===== src/rtl/pcie_irq_aggregator.sv =====
// Edge-detected event channels coalesced into one round-robin PCIe interrupt
// request with hold-off. Define PCIE_IRQ_OVF_EN to build the sticky overflow flags.
module pcie_irq_aggregator #(
    parameter  int NCH         = 4,
    parameter  int HOLDOFF_W   = 16,
    parameter  int TAP_STRETCH = 8,
    localparam int NUM_W       = (NCH > 1) ? $clog2(NCH) : 1
) (
    input  logic                 clk_clk,
    input  logic                 reset_reset_n,
    input  logic [NCH-1:0]       ev_i,
    input  logic [NCH-1:0]       mask_i,
    input  logic                 clr_valid_i,
    input  logic [NCH-1:0]       clr_mask_i,
    input  logic [HOLDOFF_W-1:0] holdoff_i,
    output logic                 irq_req_o,
    output logic [NUM_W-1:0]     irq_num_o,
    input  logic                 irq_ack_i,
    output logic [NCH-1:0]       pending_o,
    output logic [NCH-1:0]       inserv_o,
    output logic [NCH-1:0]       overflow_o,
    output logic                 irqflagtap_o
);

    localparam int TAP_W = $clog2(TAP_STRETCH + 1);

    typedef enum logic [1:0] {
        S_IDLE = 2'd0,
        S_REQ  = 2'd1,
        S_HOLD = 2'd2
    } state_t;

    state_t               r_state;
    logic [NCH-1:0]       r_ev_d;
    logic                 r_armed;
    logic [NCH-1:0]       r_pending;
    logic [NCH-1:0]       r_inserv;
    logic                 r_req;
    logic [NUM_W-1:0]     r_num;
    logic [NUM_W-1:0]     r_last_grant;
    logic [HOLDOFF_W-1:0] r_hold_cnt;
    logic [TAP_W-1:0]     r_tap_cnt;

    logic [NCH-1:0]       w_rise;
    logic [NCH-1:0]       w_clr;
    logic [NCH-1:0]       w_reqable;
    logic [NCH-1:0]       w_rot;
    logic [NCH-1:0]       w_ack_set;
    logic                 w_ack;
    logic [NUM_W-1:0]     w_base;
    logic [NUM_W-1:0]     w_idx [NCH];
    logic                 w_grant_vld;
    logic [NUM_W-1:0]     w_grant;

    // The first cycle after reset only primes the edge register, so a line
    // already high when reset releases is not mistaken for a new event.
    assign w_rise    = r_armed ? (ev_i & ~r_ev_d) : '0;
    assign w_clr     = clr_valid_i ? clr_mask_i : '0;
    assign w_ack     = (r_state == S_REQ) && irq_ack_i;
    assign w_reqable = r_pending & ~mask_i & ~r_inserv;
    assign w_base    = (r_last_grant == NUM_W'(NCH - 1)) ? '0 : r_last_grant + NUM_W'(1);

    genvar gi;
    generate
        for (gi = 0; gi < NCH; gi++) begin : g_chan
            logic [NUM_W:0] w_sum;
            assign w_sum         = {1'b0, w_base} + (NUM_W + 1)'(gi);
            assign w_idx[gi]     = (w_sum >= (NUM_W + 1)'(NCH)) ?
                                   NUM_W'(w_sum - (NUM_W + 1)'(NCH)) : w_sum[NUM_W-1:0];
            assign w_rot[gi]     = w_reqable[w_idx[gi]];
            assign w_ack_set[gi] = w_ack && (r_num == NUM_W'(gi));
        end
    endgenerate

    // Lowest rotated position wins, i.e. the first requester after last_grant.
    always_comb begin
        w_grant_vld = 1'b0;
        w_grant     = '0;
        for (int i = NCH - 1; i >= 0; i--) begin
            if (w_rot[i]) begin
                w_grant_vld = 1'b1;
                w_grant     = w_idx[i];
            end
        end
    end

    always_ff @(posedge clk_clk or negedge reset_reset_n) begin
        if (!reset_reset_n) begin
            r_ev_d    <= '0;
            r_armed   <= 1'b0;
            r_pending <= '0;
            r_inserv  <= '0;
        end else begin
            r_ev_d    <= ev_i;
            r_armed   <= 1'b1;
            r_pending <= (r_pending & ~w_clr) | w_rise;
            r_inserv  <= (r_inserv & ~w_clr) | w_ack_set;
        end
    end

    always_ff @(posedge clk_clk or negedge reset_reset_n) begin
        if (!reset_reset_n) begin
            r_state      <= S_IDLE;
            r_req        <= 1'b0;
            r_num        <= '0;
            r_last_grant <= NUM_W'(NCH - 1);
            r_hold_cnt   <= '0;
        end else begin
            case (r_state)
                S_IDLE: begin
                    if (w_grant_vld) begin
                        r_num   <= w_grant;
                        r_req   <= 1'b1;
                        r_state <= S_REQ;
                    end
                end
                S_REQ: begin
                    if (irq_ack_i) begin
                        r_req        <= 1'b0;
                        r_last_grant <= r_num;
                        if (holdoff_i == '0) begin
                            r_state <= S_IDLE;
                        end else begin
                            r_hold_cnt <= holdoff_i;
                            r_state    <= S_HOLD;
                        end
                    end
                end
                S_HOLD: begin
                    if (r_hold_cnt <= HOLDOFF_W'(1)) begin
                        r_hold_cnt <= '0;
                        r_state    <= S_IDLE;
                    end else begin
                        r_hold_cnt <= r_hold_cnt - HOLDOFF_W'(1);
                    end
                end
                default: begin
                    r_req   <= 1'b0;
                    r_state <= S_IDLE;
                end
            endcase
        end
    end

    always_ff @(posedge clk_clk or negedge reset_reset_n) begin
        if (!reset_reset_n) begin
            r_tap_cnt <= '0;
        end else if (w_ack) begin
            r_tap_cnt <= TAP_W'(TAP_STRETCH);
        end else if (r_tap_cnt != '0) begin
            r_tap_cnt <= r_tap_cnt - TAP_W'(1);
        end
    end

`ifdef PCIE_IRQ_OVF_EN
    logic [NCH-1:0] r_overflow;

    // A clear in the same cycle as the lost event wins.
    always_ff @(posedge clk_clk or negedge reset_reset_n) begin
        if (!reset_reset_n) begin
            r_overflow <= '0;
        end else begin
            r_overflow <= (r_overflow & ~w_clr) | (w_rise & r_pending & ~w_clr);
        end
    end

    assign overflow_o = r_overflow;
`else
    assign overflow_o = '0;
`endif

    assign irq_req_o    = r_req;
    assign irq_num_o    = r_num;
    assign pending_o    = r_pending;
    assign inserv_o     = r_inserv;
    assign irqflagtap_o = (r_tap_cnt != '0);

endmodule

===== config.mk =====
export PLATFORM = sky130hd
export DESIGN_NAME = pcie_irq_aggregator
export DESIGN_NICKNAME = d
export VERILOG_FILES = /design/src/rtl/pcie_irq_aggregator.sv
export SDC_FILE = /design/constraint.sdc
export NUM_CORES = 1
export LEC_CHECK = 0
export ABC_CLOCK_PERIOD_IN_PS = 3300
export BUFFER_PORTS_ARGS = -buffer_cell sky130_fd_sc_hd__buf_2
export CAP_MARGIN = 10
export CORE_ASPECT_RATIO = 1.75
export CORE_MARGIN = 1
export CORE_UTILIZATION = 43
export DETAILED_ROUTE_END_ITERATION = 12
export HOLD_SLACK_MARGIN = 0.02
export PLACE_DENSITY_LB_ADDON = 0.05
export SLEW_MARGIN = 30
export SYNTH_ARGS = -nofsm -noshare
export SYNTH_HDL_FRONTEND = slang
export SYNTH_SLANG_ARGS = --single-unit

===== constraint.sdc =====
create_clock -name clk_clk -period 3.3 [get_ports clk_clk]
set_input_delay 0.165 -clock clk_clk [delete_from_list [all_inputs] [get_ports clk_clk]]
set_output_delay 0.165 -clock clk_clk [all_outputs]
set_load 0.02 [all_outputs]

==> Word-level counts from Yosys, hierarchy flattened <==
Index checks and enable logic that the tools add are counted.
{ "word_totals": {"regBits": 40, "in_bits": 32, "output_inout_bits": 16, "word_cells": 104} }
{ "classes": {"add_sub_neg": 10, "magnitude_cmp": 9, "n_eq_ne": 10, "mux": 37, "bitwise": 12, "reduce_logical": 16} }
{ "op_table": {"columns": ["op", "count"], "rows": [
  ["2-to-1 mux 16 bit", 3],
  ["one-hot mux 16 bit (2 select lines)", 1],
  ["2-to-1 mux 2 bit", 13],
  ["bitwise AND 4 bit", 5],
  ["less-or-equal comparator 16 x 1 -> 1 bit (second input constant)", 1],
  ["zero test 16 bit", 1],
  ["2-to-1 mux 4 bit", 4],
  ["inverter 4 bit", 4],
  ["subtractor 16 x 1 -> 16 bit (second input constant)", 1],
  ["less-than comparator 2 x 3 -> 1 bit (second input constant)", 4],
  ["2-to-1 mux 1 bit", 10],
  ["greater-or-equal comparator 3 bit (second input constant)", 3],
  ["AND reduction 3 bit", 3],
  ["binary-select mux 1 bit (select 2 bit)", 4],
  ["equality test 2 bit (second input constant)", 4],
  ["!= test 2 bit (second input constant)", 4],
  ["bitwise OR 4 bit", 2],
  ["subtractor 2 x 1 -> 2 bit (second input constant)", 4],
  ["adder 2 x 2 -> 3 bit (second input constant)", 2],
  ["one-hot mux 2 bit (3 select lines)", 1],
  ["logical AND 1 bit", 5],
  ["equality test 2 x 1 -> 1 bit (second input constant)", 2],
  ["zero test 2 bit", 2],
  ["AND reduction 2 bit", 2],
  ["8 further kinds", 9]
]} }

==> Depth between registers and ports, before layout <==
{ "depth": {"word_depth": 13, "depth_mapped": 8, "depth_no_buf": 7} }

==> Worst setup path after synthesis <==
OpenSTA, ideal clock, no wires.
{ "synth_path": {"kind": "register -> register", "start": "reg r_hold_cnt[1]", "end": "reg r_hold_cnt[11]", "setup_ns": 0.126, "t_arrival_ns": 1.869, "t_required_ns": 3.174, "slack_ns": 1.305, "stages_incl_launch_ff": 6, "synth_period_minus_slack_ns": 1.995, "path_cell_list": "dfrtp_1 -> or4_4 -> or3_4 -> o311ai_2 -> o21ai_1 -> a221o_1"} }
{ "synth_between": {"elab_chain_cells": 3, "elab_cells_between_ends": 4} }
{ "synth_rtl": {"columns": ["element", "line_no", "text"], "rows": [
  ["start: declaration", "41", "logic [HOLDOFF_W-1:0] r_hold_cnt;"],
  ["start signal: assignment", "124", "r_hold_cnt <= holdoff_i;"],
  ["start signal: assignment", "134", "r_hold_cnt <= r_hold_cnt - HOLDOFF_W'(1);"],
  ["subtractor 16 x 1 -> 16 bit / less-or-equal comparator 16 x 1 -> 1 bit (equally long branches)", "134, 130", null],
  ["2-to-1 mux 16 bit *", "130", "if (r_hold_cnt <= HOLDOFF_W'(1)) begin"],
  ["one-hot mux 16 bit (2 select lines) *", "109", "case (r_state)"]
]} }
Every way passes the cells marked *; elsewhere a longest branch is shown, timed or not.
A chain may end at the register's enable or synchronous reset.

==> Worst setup path in the final report <==
{ "layout_path": {"start": "reg r_state[1]", "end": "reg r_hold_cnt[13]"} }
{ "layout_between": {"elab_chain_cells": 3, "elab_cells_between_ends": 7} }
{ "layout_rtl": {"columns": ["element", "line_no", "text"], "rows": [
  ["start: declaration", "33", "state_t r_state;"],
  ["start signal: assignment", "103", "r_state <= S_IDLE;"],
  ["start signal: assignment", "114", "r_state <= S_REQ;"],
  ["start signal: assignment", "122", "r_state <= S_IDLE;"],
  ["equality test 2 x 1 -> 1 bit / equality test 2 bit (equally long branches)", "109", null],
  ["!= test 2 bit (no source line) / nonzero test 2 bit (equally long branches)", null, null],
  ["AND reduction 3 bit (no source line)", null, null]
]} }
Parallel ways exist; a longest one is shown, timed or not.

==> results by group <==
Status
  – Status: finished clean

Global route
  – Overflow after GRT: 0
  – Initial antenna violation count: 0
  – First-pass GRT wire length: 9670 µm
  – Vias in the first global route: roughly 2100
  – Global Route Usage Sum: 22.6%
  – Largest net degree at the start of global routing: 41

STA
  – Slew Viols, Final: 0
  – Fin Clk Skew: 0.00707 ns
  – Period utilization: 73.9%
  – Fin crit period: 2.44 ns
  – Hold Fails Final Rpt: 0
  – Fmax: between 400 and 500 MHz
  – Unrepaired setup endpoints after global routing: no
  – Sum Neg Setup Slack: 0 ns
  – Worst-margin pin slew: 0.720 ns
  – Relative slew slack: between 50% and 60%
  – Final setup vio count: 0

Clock tree
  – Maximum root-to-sink buffer count: 2
  – Clk pin slew, worst setup/hold paths: 0.08 ns
  – CTS buffer count: 5
  – Root Driver: clkbuf_8
  – H-tree Lvls: 2
  – Skew-Pair Late Insertion Delay: 0.29 ns
  – CTS tree: built
  – Clock Sinks: 40

Setup path
  – CP delay by family, top: simple AND/OR/NAND/NOR gates
  – Slowest stage delay, CP: 0.67 ns
  – Slowest cell on the critical path: and2_1
  – Crit Path Class: flop to flop
  – CP Cell Sequence: inv_1 -> and3_1 -> and2_1 -> mux2_2 -> a211o_1
  – Critical path endpoint category: flop
  – Arr. time, crit path: around 2.6 ns
  – Critical Path Fanout Max: 20
  – CP Buf/Inv Count: 1
  – Crit path launch type: flop
  – Crit path required time: 3.48 ns

Cells and area
  – Commonest non-fill, non-tap cell in the layout: buf_2
  – Most frequent cells in the layout: buf_2, dfrtp_1, nand2_1
  – Share of cells above drive strength 1: 23.2%
  – ANT cells: 0
  – Net count, final: roughly 320
  – Final Cell Area: 0.00257 mm²
  – Area Growth Syn to Fin: 16.7%

Route
  – First-pass DRT Iterations: 4
  – Final ANT Viol Nets: 0
  – Initial DRC count: 61
  – Vias per cell: around 6
  – DRC Markers: 0
  – Via count: 2047
  – Avg WL per Cell: 16.8 µm
  – Detailed Route WL: 5700 µm

Synth
  – Syn_area_per_cell: roughly 9.4 µm²
  – Ys flop type: dfrtp_1
  – Post-synth EDFFs: 0
  – Mapped cell area: between 0.002 and 0.0025 mm²
  – FFs w/ async S/R, synth: 100%
  – FF+latch count, synth: 40
  – Distinct cells, synth: 50
  – YS warnings: 0
  – Register area share after synthesis: 45.6%
  – Synth Instances: ~240

Die
  – FP Rows: 34
  – Die width: 56.1 µm
  – Die area: roughly 0.0054 mm²
  – Ports: 48
  – Die height: 96.6 µm
  – Core area: 0.00493 mm²
  – Initial Utilization: 44.6%

Place
  – Detailed Place HPWL: between 4000 and 5000 µm
  – Placed cell areas: 0.00243 mm²
  – Number of port buffers: 43
  – Final GP Congestion: 0.944

Hold path
  – Worst hold path type: input pin to flop

Power
  – Pwr per Cell Area: 357 mW/mm²
  – Peak supply drop: about 280 µV
  – Leakage: 1.26 nW

Flow run
  – Max-cap violations: 0
==> power breakdown <==
group | leakage [nW] | internal [W] | total (W) | switching, W
clock | 0.0479 | 0.000148 | 0.000327 | 0.000180
combinational | 0.705 | 0.0000354 | 0.0000831 | 0.0000477
sequential | 0.509 | 0.000499 | 0.000506 | 0.00000690
total | 1.26 | 0.000682 | 0.000916 | 0.000234
==> registers in the layout, indices dropped and copies added, names as in the netlist <==
signal and cells:
r_hold_cnt 16, r_last_grant 2, inserv_o 4, r_tap_cnt 4
irq_req_o 1, r_armed 1, r_ev_d 4, pending_o 4
r_state 2, irq_num_o 2
==> synthesized netlist by cell type (2+ instances only) <==
| master | count | share of area [%] |
|---|---|---|
| and3_1 | 7 | 2.0 |
| or3b_2 | 2 | 0.80 |
| a21oi_1 | 10 | 2.3 |
| o22ai_1 | 5 | 1.4 |
| nand3_1 | 6 | 1.4 |
| nand2_1 | 30 | 5.1 |
| a211oi_1 | 2 | 0.68 |
| buf_4 | 4 | 1.4 |
| clkbuf_1 | 2 | 0.34 |
| xnor2_1 | 3 | 1.2 |
| o21ai_0 | 12 | 2.7 |
| dfstp_2 | 2 | 2.4 |
| or4_4 | 2 | 1.0 |
| or2_2 | 2 | 0.57 |
| buf_2 | 2 | 0.45 |
| a21o_1 | 3 | 1.0 |
| nor2_1 | 22 | 3.8 |
| nor3b_1 | 5 | 1.7 |
| ha_1 | 5 | 2.8 |
| o21ai_1 | 2 | 0.45 |
| inv_1 | 10 | 1.7 |
| dfrtp_1 | 38 | 43 |
| conb_1 | 2 | 0.34 |
| a211o_1 | 2 | 0.80 |
| a221o_1 | 7 | 3.2 |
| nor3_1 | 9 | 2.0 |
| nor4_1 | 6 | 1.7 |
| buf_6 | 3 | 1.5 |
| o311ai_0 | 4 | 1.6 |
| a32o_1 | 6 | 2.7 |
==> cells by family after synthesis <==
family | Yosys count | synth area share [%]
XOR/XNOR | 3 | 1.19
adder cells (fa/ha/maj) | 5 | 2.84
buffers and inverters | 21 | 5.40
AND/OR/NAND/NOR | 101 | 23.5
flip-flops | 40 | 45.6
other | 2 | 0.341
AO/OA/AOI/OAI | 62 | 20.6
multiplexers | 1 | 0.512
==> worst paths after layout <==
kind	end	start	depth (start not counted)	slack, ns
max	r_hold_cnt[13]	r_state[1]	5	0.86
min	r_hold_cnt[7]	holdoff_i[7]	2	0.10
max reg2reg	r_hold_cnt[13]	r_state[1]	5	0.86
min reg2reg	pending_o[2]	r_ev_d[2]	1	0.45
max in group asynchronous	r_hold_cnt[9]	reset_reset_n	2	2.55
min in group asynchronous	r_tap_cnt[3]	reset_reset_n	2	0.38
==> per-layer routing <==
| layer | vias up | routed length [µm] | GRT usage, % |
|---|---|---|---|
| met2 | 88 | 3120 | 40.8 |
| li1 | 961 | - | - |
| met1 | 976 | 2050 | 23.6 |
| met4 | 0 | 237 | 13.3 |
| met3 | 22 | 286 | 3.88 |
| met5 | - | 0 | 0 |
==> final cells by class <==
cell class	instances	area, µm²
fill	482	2370
multi-input combinational	177	1090
sequential	40	1000
timing repair buffer	50	283
clock buffer	5	68.8
tap	54	67.6
inverter	10	37.5
clock inverter	3	18.8
==> worst register-to-register path: stages, from the launching register on <==
cell,delay [ns]
dfrtp_1,0.43
inv_1,0.12
and3_1,0.42
and2_1,0.67
mux2_2,0.41
a211o_1,0.29
==> metrics by stage <==
stage	setup slack (ns)	power [W]	instances	hold WS [ns]	utilization, %
after floorplan	1.31	0.000552	238	-0.131	-
after global placement	0.899	0.000595	326	0.290	49.2
after detailed placement	0.859	0.000595	326	0.289	49.2
after CTS	0.844	0.000934	338	0.0279	51.8
after global routing	0.675	0.000963	339	0.108	52.1
final	0.862	0.000916	339	0.100	52.1
==> repair_timing <==
item | 4_1_cts | 5_1_grt
resized for setup | 0 | 0
hold buffers | 4 | 1
hold endpoints to repair | 4 | 38
buffers inserted | 0 | 0
No activity file was read; power rests on OpenSTA's default activity.
